--- src/rtl/mfi_pkg.sv ---
// Shared types for the MFI retire tracker: datapath widths, FSM state
// encoding, the retire packet layout and a helper that builds a fresh packet
// at instruction issue.
package mfi_pkg;

    localparam int XLEN   = 32;
    localparam int REG_W  = 4;
    localparam int MASK_W = 4;

    typedef enum logic [1:0] {
        ST_IDLE    = 2'd0,
        ST_COLLECT = 2'd1,
        ST_RETIRE  = 2'd2
    } mfi_state_e;

    typedef struct packed {
        logic [XLEN-1:0]   inst;
        logic [XLEN-1:0]   pc_rdata;
        logic [XLEN-1:0]   pc_wdata;
        logic [XLEN-1:0]   mcr_rdata;
        logic [XLEN-1:0]   mcr_wdata;
        logic [REG_W-1:0]  src1_addr;
        logic [REG_W-1:0]  src2_addr;
        logic [REG_W-1:0]  src3_addr;
        logic [XLEN-1:0]   src1_rdata;
        logic [XLEN-1:0]   src2_rdata;
        logic [XLEN-1:0]   src3_rdata;
        logic [REG_W-1:0]  dest_addr;
        logic [XLEN-1:0]   dest_wdata;
        logic [XLEN-1:0]   mem_addr;
        logic [MASK_W-1:0] mem_rmask;
        logic [MASK_W-1:0] mem_wmask;
        logic [XLEN-1:0]   mem_rdata;
        logic [XLEN-1:0]   mem_wdata;
        logic              trap;
        logic              halt;
        logic              intr;
    } mfi_packet_t;

    // A new instruction starts with only its issue-time fields populated;
    // everything gathered later in COLLECT begins at zero.
    function automatic mfi_packet_t new_packet(input logic [XLEN-1:0] inst,
                                               input logic [XLEN-1:0] pc,
                                               input logic [XLEN-1:0] mcr);
        mfi_packet_t p;
        p           = '0;
        p.inst      = inst;
        p.pc_rdata  = pc;
        p.mcr_rdata = mcr;
        return p;
    endfunction

endpackage

--- src/rtl/mfi_watchdog.sv ---
// COLLECT-phase watchdog. Implemented as a down-counter loaded with TIMEOUT
// when an instruction enters COLLECT; it expires during the COLLECT cycle
// whose 1-based index equals TIMEOUT (counter value 1). TIMEOUT=0 never expires.
module mfi_watchdog #(
    parameter int TIMEOUT = 255
) (
    input  logic clock,
    input  logic reset,
    input  logic clear,
    input  logic start,
    input  logic tick,
    output logic expired
);

    localparam int              CNT_W = (TIMEOUT > 1) ? $clog2(TIMEOUT + 1) : 1;
    localparam logic [CNT_W-1:0] LOAD = CNT_W'(TIMEOUT);
    localparam logic [CNT_W-1:0] ONE  = CNT_W'(1);

    logic [CNT_W-1:0] count;

    // Load on COLLECT entry, count down while COLLECT persists, zero otherwise.
    always_ff @(posedge clock or posedge reset) begin
        if (reset) begin
            count <= '0;
        end else if (clear) begin
            count <= '0;
        end else if (start) begin
            count <= LOAD;
        end else if (tick && (count != '0)) begin
            count <= count - ONE;
        end
    end

    assign expired = (TIMEOUT != 0) && (count == ONE);

endmodule

--- src/rtl/mfi_retire_tracker.sv ---
// MFI retire tracker: gathers issue, register-read, memory and writeback
// information for one instruction at a time and emits it as a single
// registered retire packet with a one-cycle mfi_valid strobe.
// Optional feature macro: MFI_MEM_TRACE_EN enables memory-access capture;
// without it the mem_* inputs are ignored and mfi_mem_* stay zero.
//
// state      | meaning
// -----------+-----------------------------------------------------------
// ST_IDLE    | no instruction in flight, waiting for if_valid
// ST_COLLECT | instruction issued, gathering rd/mem until wb or watchdog
// ST_RETIRE  | packet presented on mfi_*, mfi_valid high for this cycle
module mfi_retire_tracker
    import mfi_pkg::*;
#(
    parameter int TIMEOUT = 255
) (
    input  logic        clock,
    input  logic        reset,
    input  logic        if_valid,
    input  logic [31:0] if_inst,
    input  logic [31:0] if_pc,
    input  logic [31:0] if_mcr,
    input  logic        rd_valid,
    input  logic [11:0] rd_addr,
    input  logic [95:0] rd_data,
    input  logic        mem_valid,
    input  logic [31:0] mem_addr,
    input  logic [3:0]  mem_rmask,
    input  logic [3:0]  mem_wmask,
    input  logic [31:0] mem_rdata,
    input  logic [31:0] mem_wdata,
    input  logic        wb_valid,
    input  logic [3:0]  wb_dest_addr,
    input  logic [31:0] wb_dest_data,
    input  logic [31:0] wb_pc_next,
    input  logic [31:0] wb_mcr,
    input  logic        wb_trap,
    input  logic        wb_halt,
    input  logic        wb_intr,
    output logic        busy,
    output logic        proto_err,
    output logic        mfi_valid,
    output logic [31:0] mfi_inst,
    output logic [31:0] mfi_pc_rdata,
    output logic [31:0] mfi_pc_wdata,
    output logic [31:0] mfi_mcr_rdata,
    output logic [31:0] mfi_mcr_wdata,
    output logic [31:0] mfi_dest_wdata,
    output logic [31:0] mfi_src1_rdata,
    output logic [31:0] mfi_src2_rdata,
    output logic [31:0] mfi_src3_rdata,
    output logic [31:0] mfi_mem_addr,
    output logic [31:0] mfi_mem_rdata,
    output logic [31:0] mfi_mem_wdata,
    output logic [3:0]  mfi_src1_addr,
    output logic [3:0]  mfi_src2_addr,
    output logic [3:0]  mfi_src3_addr,
    output logic [3:0]  mfi_dest_addr,
    output logic [3:0]  mfi_mem_rmask,
    output logic [3:0]  mfi_mem_wmask,
    output logic        mfi_trap,
    output logic        mfi_halt,
    output logic        mfi_intr
);

    mfi_state_e  state, state_nxt;
    mfi_packet_t work, work_nxt;   // packet being assembled
    mfi_packet_t pkt, pkt_nxt;     // last retired packet, drives mfi_*
    logic        busy_q, valid_q, err_q, err_set;
    logic        mem_seen;
    logic        wd_clear, wd_start, wd_tick, wd_expired;

`ifdef MFI_MEM_TRACE_EN
    assign mem_seen = mem_valid;
`else
    assign mem_seen = 1'b0;
`endif

    // Next-state, packet assembly and protocol-violation detection.
    always_comb begin
        state_nxt = state;
        work_nxt  = work;
        pkt_nxt   = pkt;
        err_set   = 1'b0;
        case (state)
            ST_COLLECT: begin
                // A second issue while one is in flight is dropped.
                err_set = if_valid;
                if (rd_valid) begin
                    work_nxt.src1_addr  = rd_addr[3:0];
                    work_nxt.src2_addr  = rd_addr[7:4];
                    work_nxt.src3_addr  = rd_addr[11:8];
                    work_nxt.src1_rdata = rd_data[31:0];
                    work_nxt.src2_rdata = rd_data[63:32];
                    work_nxt.src3_rdata = rd_data[95:64];
                end
                if (mem_seen) begin
                    work_nxt.mem_addr  = mem_addr;
                    work_nxt.mem_rmask = mem_rmask;
                    work_nxt.mem_wmask = mem_wmask;
                    work_nxt.mem_rdata = mem_rdata;
                    work_nxt.mem_wdata = mem_wdata;
                end
                // Writeback beats the watchdog when both land together.
                if (wb_valid) begin
                    work_nxt.dest_addr  = wb_dest_addr;
                    work_nxt.dest_wdata = wb_dest_data;
                    work_nxt.pc_wdata   = wb_pc_next;
                    work_nxt.mcr_wdata  = wb_mcr;
                    work_nxt.trap       = wb_trap;
                    work_nxt.halt       = wb_halt;
                    work_nxt.intr       = wb_intr;
                    pkt_nxt             = work_nxt;
                    state_nxt           = ST_RETIRE;
                end else if (wd_expired) begin
                    // Forced retire as a trap with architectural state unchanged.
                    work_nxt.dest_addr  = '0;
                    work_nxt.dest_wdata = '0;
                    work_nxt.pc_wdata   = work_nxt.pc_rdata;
                    work_nxt.mcr_wdata  = work_nxt.mcr_rdata;
                    work_nxt.trap       = 1'b1;
                    work_nxt.halt       = 1'b0;
                    work_nxt.intr       = 1'b0;
                    pkt_nxt             = work_nxt;
                    state_nxt           = ST_RETIRE;
                end
            end
            default: begin
                // IDLE and RETIRE behave identically: accept a new issue.
                err_set = rd_valid | wb_valid | mem_seen;
                if (if_valid) begin
                    work_nxt  = new_packet(if_inst, if_pc, if_mcr);
                    state_nxt = ST_COLLECT;
                end else begin
                    state_nxt = ST_IDLE;
                end
            end
        endcase
    end

    assign wd_start = (state != ST_COLLECT) && (state_nxt == ST_COLLECT);
    assign wd_tick  = (state == ST_COLLECT) && (state_nxt == ST_COLLECT);
    assign wd_clear = (state_nxt != ST_COLLECT);

    mfi_watchdog #(
        .TIMEOUT (TIMEOUT)
    ) u_watchdog (
        .clock   (clock),
        .reset   (reset),
        .clear   (wd_clear),
        .start   (wd_start),
        .tick    (wd_tick),
        .expired (wd_expired)
    );

    // FSM state and the working/retired packet registers.
    always_ff @(posedge clock or posedge reset) begin
        if (reset) begin
            state <= ST_IDLE;
            work  <= '0;
            pkt   <= '0;
        end else begin
            state <= state_nxt;
            work  <= work_nxt;
            pkt   <= pkt_nxt;
        end
    end

    // Registered status outputs; proto_err is sticky until reset.
    always_ff @(posedge clock or posedge reset) begin
        if (reset) begin
            busy_q  <= 1'b0;
            valid_q <= 1'b0;
            err_q   <= 1'b0;
        end else begin
            busy_q  <= (state_nxt == ST_COLLECT);
            valid_q <= (state_nxt == ST_RETIRE);
            err_q   <= err_q | err_set;
        end
    end

    assign busy           = busy_q;
    assign mfi_valid      = valid_q;
    assign proto_err      = err_q;
    assign mfi_inst       = pkt.inst;
    assign mfi_pc_rdata   = pkt.pc_rdata;
    assign mfi_pc_wdata   = pkt.pc_wdata;
    assign mfi_mcr_rdata  = pkt.mcr_rdata;
    assign mfi_mcr_wdata  = pkt.mcr_wdata;
    assign mfi_dest_wdata = pkt.dest_wdata;
    assign mfi_dest_addr  = pkt.dest_addr;
    assign mfi_src1_addr  = pkt.src1_addr;
    assign mfi_src2_addr  = pkt.src2_addr;
    assign mfi_src3_addr  = pkt.src3_addr;
    assign mfi_src1_rdata = pkt.src1_rdata;
    assign mfi_src2_rdata = pkt.src2_rdata;
    assign mfi_src3_rdata = pkt.src3_rdata;
    assign mfi_trap       = pkt.trap;
    assign mfi_halt       = pkt.halt;
    assign mfi_intr       = pkt.intr;

`ifdef MFI_MEM_TRACE_EN
    assign mfi_mem_addr  = pkt.mem_addr;
    assign mfi_mem_rmask = pkt.mem_rmask;
    assign mfi_mem_wmask = pkt.mem_wmask;
    assign mfi_mem_rdata = pkt.mem_rdata;
    assign mfi_mem_wdata = pkt.mem_wdata;
`else
    // Memory tracing compiled out: outputs tied low, leftover bits parked.
    logic unused_mem;
    assign unused_mem    = ^{mem_valid, pkt.mem_addr, pkt.mem_rmask, pkt.mem_wmask,
                             pkt.mem_rdata, pkt.mem_wdata};
    assign mfi_mem_addr  = '0;
    assign mfi_mem_rmask = '0;
    assign mfi_mem_wmask = '0;
    assign mfi_mem_rdata = '0;
    assign mfi_mem_wdata = '0;
`endif

endmodule

--- config.mk ---
export PLATFORM = sky130hd
export DESIGN_NAME = mfi_retire_tracker
export DESIGN_NICKNAME = d
export VERILOG_FILES = /design/src/rtl/mfi_pkg.sv /design/src/rtl/mfi_watchdog.sv /design/src/rtl/mfi_retire_tracker.sv
export SDC_FILE = /design/constraint.sdc
export NUM_CORES = 1
export LEC_CHECK = 0
export CORE_AREA = 4 4 322 324
export DETAILED_ROUTE_END_ITERATION = 8
export DIE_AREA = 0 0 326 328
export GPL_TIMING_DRIVEN = 0
export HOLD_SLACK_MARGIN = 0.1
export PLACE_DENSITY_LB_ADDON = 0.15
export SYNTH_ARGS = -nofsm -noshare
export SYNTH_HDL_FRONTEND = slang
export SYNTH_HIERARCHICAL = 1
export SYNTH_SLANG_ARGS = --single-unit
--- constraint.sdc ---
create_clock -name clock -period 21.1 [get_ports clock]
set_input_delay 2.11 -clock clock [delete_from_list [all_inputs] [get_ports clock]]
set_output_delay 2.11 -clock clock [all_outputs]
set_load 0.005 [all_outputs]
==> results.txt <==
Synth Area in Compound Gates: 14.43%
drt first pass iters: 4
CTS resizes: 0
area of placed instances: 30550 um2
WP data required: 21.61 ns
DRC Markers: 0
Worst Max-Slew Pin Slew: 0.9568 ns
final core occ: 32.49%
detailed placement HPWL: 62010 um
Max Transition Viols Final: 0
CP startpoint: wb_valid
worst reg2reg startpoint: u_watchdog/count[5]
Mean Syn Cell Area: 13.14 um2
vias in the first global route: 18100
TritonCTS clock tree: done
synth cell count leaders: dfrtp_1, o21ai_0, mux2i_1
wire per inst: 21.35 um
Routed Antenna Nets: 0
Via density: 4.236
I/O Pins: 831
Place WS: 16.31 ns
first-pass GRT wire length: 123000 um
Die Footprint: 106900 um2
final WL: 83440 um
met3 Resource Use GR: 6.626%
prevailing post-synth register cell: dfrtp_1
Fmax: 242.9 MHz
R2R Setup Slk: 17.29 ns
crit path time final: 4.118 ns
switching power total: 0.001527 W
Clock power frac: 25.1%
fraction of layout cells with a size suffix above 1: 19.17%
Final WS setup: 16.98 ns
num rows: 117
Switching Fraction: 32.27%
mux contribution to synthesized area: 18.59%
sequential power share: 37.0%
global placer's final weighted congestion: 0.7608
VDD IR-drop max: 0.06137 mV
Tot GR Track Use: 15.28%
CP Class: in -> reg
slowest cell on the critical path: nor3_1
Worst-Skew Late Latency: 0.63 ns
Port Buffers: 620
worst r2r dst: u_watchdog/count[2]
Leak: 14.36 nW
largest net degree at the start of global routing: 128
Filler cells: 10160
Die Wd: 326 um
Design Area, Final: 32870 um2
Die H: 328 um
Post-synth EDFFs: 0
Post-CTS Setup Inserts: 0
final setup fails: 0
crit-path max FO: 10
hold buffer count at CTS: 0
period utilization: 19.51%
Critical Path Sink: u_watchdog/count[7]
Synth Register Bits: 524
slew margin rel.: 36.21%
Yosys top cell by area: dfrtp_1
core area: 101200 um2
Synth Area in XOR/XNOR: 0%
DR iter-0 viols: 927
Cell Pwr Density: 144.0 nW/um2
Critical Path AT: 4.63 ns
H-tree depth: 3
Vias: 16560
critical path capture point type: flip-flop
Seq/Total Area, Yosys: 59.26%
Post-Synth Adder-Cell Area: 0.1696%
slowest cell delay on critical path: 0.58 ns
most used cell, CP: buf_2
grt met1 use: 17.86%
main combinational cell family by area after synthesis: multiplexers
net count reported at finish: 2900
Inserted Clock Buffers: 67
synth warn: 6
Area Overhead vs Synth: 48.54%
Yosys top cell area share: 59.26%
GR peak layer: met2
CP Launch Type: input port
Synth area leaders: dfrtp_1, mux2i_1, o21ai_0
RSZ-0062 raised after global routing: false
initial antenna violation count: 26
class of the worst hold path: reg -> reg
cells on worst reg2reg path: 10
Starting Density: 21.87%
Post-Synthesis Cells: 1684
Internal: 0.003206 W
Max Cap Violations: 0
met2 Track Usage GR: 25.56%
Comb pwr share: 37.8%
post-synthesis cell area: 22130 um2
final hold violation count: 0
total congestion overflow: 0
outcome: completed
Clock Root Buffer: clkbuf_16
Post-Synth Simple-Gate Area: 0.8878%
most frequent cell after synthesis: dfrtp_1
Clock Sinks: 524
worst-path cell chain: buf_2 -> buf_2 -> buf_2 -> nor3_1 -> or3b_2 -> o41a_1 -> a311oi_1
Yosys cell types: 44
clk_skew: 0.02064 ns
clock transition at the registers of the reported paths: 0.06 ns
buffer levels on the longest clock path: 3
Synth async-reset ratio: 100.0%
==> per-stage QoR <==
step,power (W),cells,hold slack (ns),setup TNS [ns]
after CTS,0.004828,3898,0.4999,0
after detailed placement,0.003590,3779,0.4711,0
final,0.004734,3909,0.4900,0
after global placement,0.003563,3775,0.4715,-1221.93
after global routing,0.005046,3900,0.5059,0
after floorplan,0.002536,1787,0.4651,0
==> registers in the layout (all words and copies together), names as in the netlist, 8 cells and up <==
name	count
mfi_inst	32
mfi_dest_wdata	32
mfi_pc_rdata	32
mfi_src1_rdata	32
work	204
mfi_src3_rdata	32
mfi_src2_rdata	32
mfi_mcr_rdata	32
mfi_mcr_wdata	32
u_watchdog/count	8
mfi_pc_wdata	32
==> worst max-delay path: cells and delay by family <==
kind                   cells  cell delay, ns
buffers and inverters      3            0.81
AOI/OAI and AO/OA          2            0.57
and+or+nand+nor            2            1.13
==> area by class of cell <==
type,count,area [um2],area share (%)
Antenna cell,11,27.53,0.08376
Buffer,237,1436,4.371
Clock buffer,98,2016,6.133
Clock inverter,21,274.0,0.8337
Inverter,9,41.29,0.1256
Multi-Input combinational cell,1017,7930,24.13
Sequential cell,524,13110,39.90
Tap cell,1368,1712,5.208
Timing Repair Buffer,624,6316,19.22
==> cell families (layout without fill, tap and decap cells) <==
logic type               count (synthesis)  after routing
adder cells (fa/ha/maj)                  3              3
buffers and inverters                  246            989
multiplexers                           365            365
AND/OR/NAND/NOR                         31             31
AO/OA/AOI/OAI                          514            514
flip-flops                             524            524
other                                    1            115
==> cell usage in the layout (no fill, tap or decap), types with 3 or more instances in the layout <==
cell type and count:
inv_1 7, o2111a_1 4, nor4b_1 3, mux2_4 55, a22o_1 146, mux2_2 137, buf_2 53, clkbuf_8 18
o21ai_1 12, clkbuf_16 69, inv_6 3, nor3_1 3, mux2i_1 172, clkbuf_1 76, a211oi_1 4, dfrtp_1 524
nor2_1 9, bufinv_16 5, buf_16 4, o21ai_0 336, conb_1 104, buf_4 108, clkdlybuf4s50_1 620, clkinv_2 8
diode_2 11, buf_6 10, ha_1 3
==> worst min path at each step <==
| stage | startpoint | endpoint | slack [ns] | cells after the start |
|---|---|---|---|---|
| after floorplan | work[174] | work[174] | 0.47 | 1 |
| after global placement | proto_err | proto_err | 0.47 | 1 |
| after detailed placement | proto_err | proto_err | 0.47 | 1 |
| after CTS | work[228] | work[228] | 0.50 | 1 |
| after global routing | work[149] | work[149] | 0.51 | 1 |
| final | proto_err | proto_err | 0.49 | 1 |
==> power groups by stage <==
stage | combinational (W) | clock, W | sequential, W
3_5_place_dp | 0.00182 | 0 | 0.00177
5_1_grt | 0.00196 | 0.00127 | 0.00181
6_report | 0.00179 | 0.00119 | 0.00175
2_1_floorplan | 0.000819 | 0 | 0.00172
4_1_cts | 0.00183 | 0.00124 | 0.00176
3_3_place_gp | 0.00180 | 0 | 0.00176
==> metal layers <==
layer | routed length, um | up-vias | part of all wire (%)
met5 | 189 | - | 0.23
met3 | 8169 | 119 | 9.8
met4 | 1848 | 26 | 2.2
li1 | - | 7518 | -
met2 | 39940 | 587 | 48
met1 | 33290 | 8307 | 40
No activity file was read; power rests on OpenSTA's default activity.
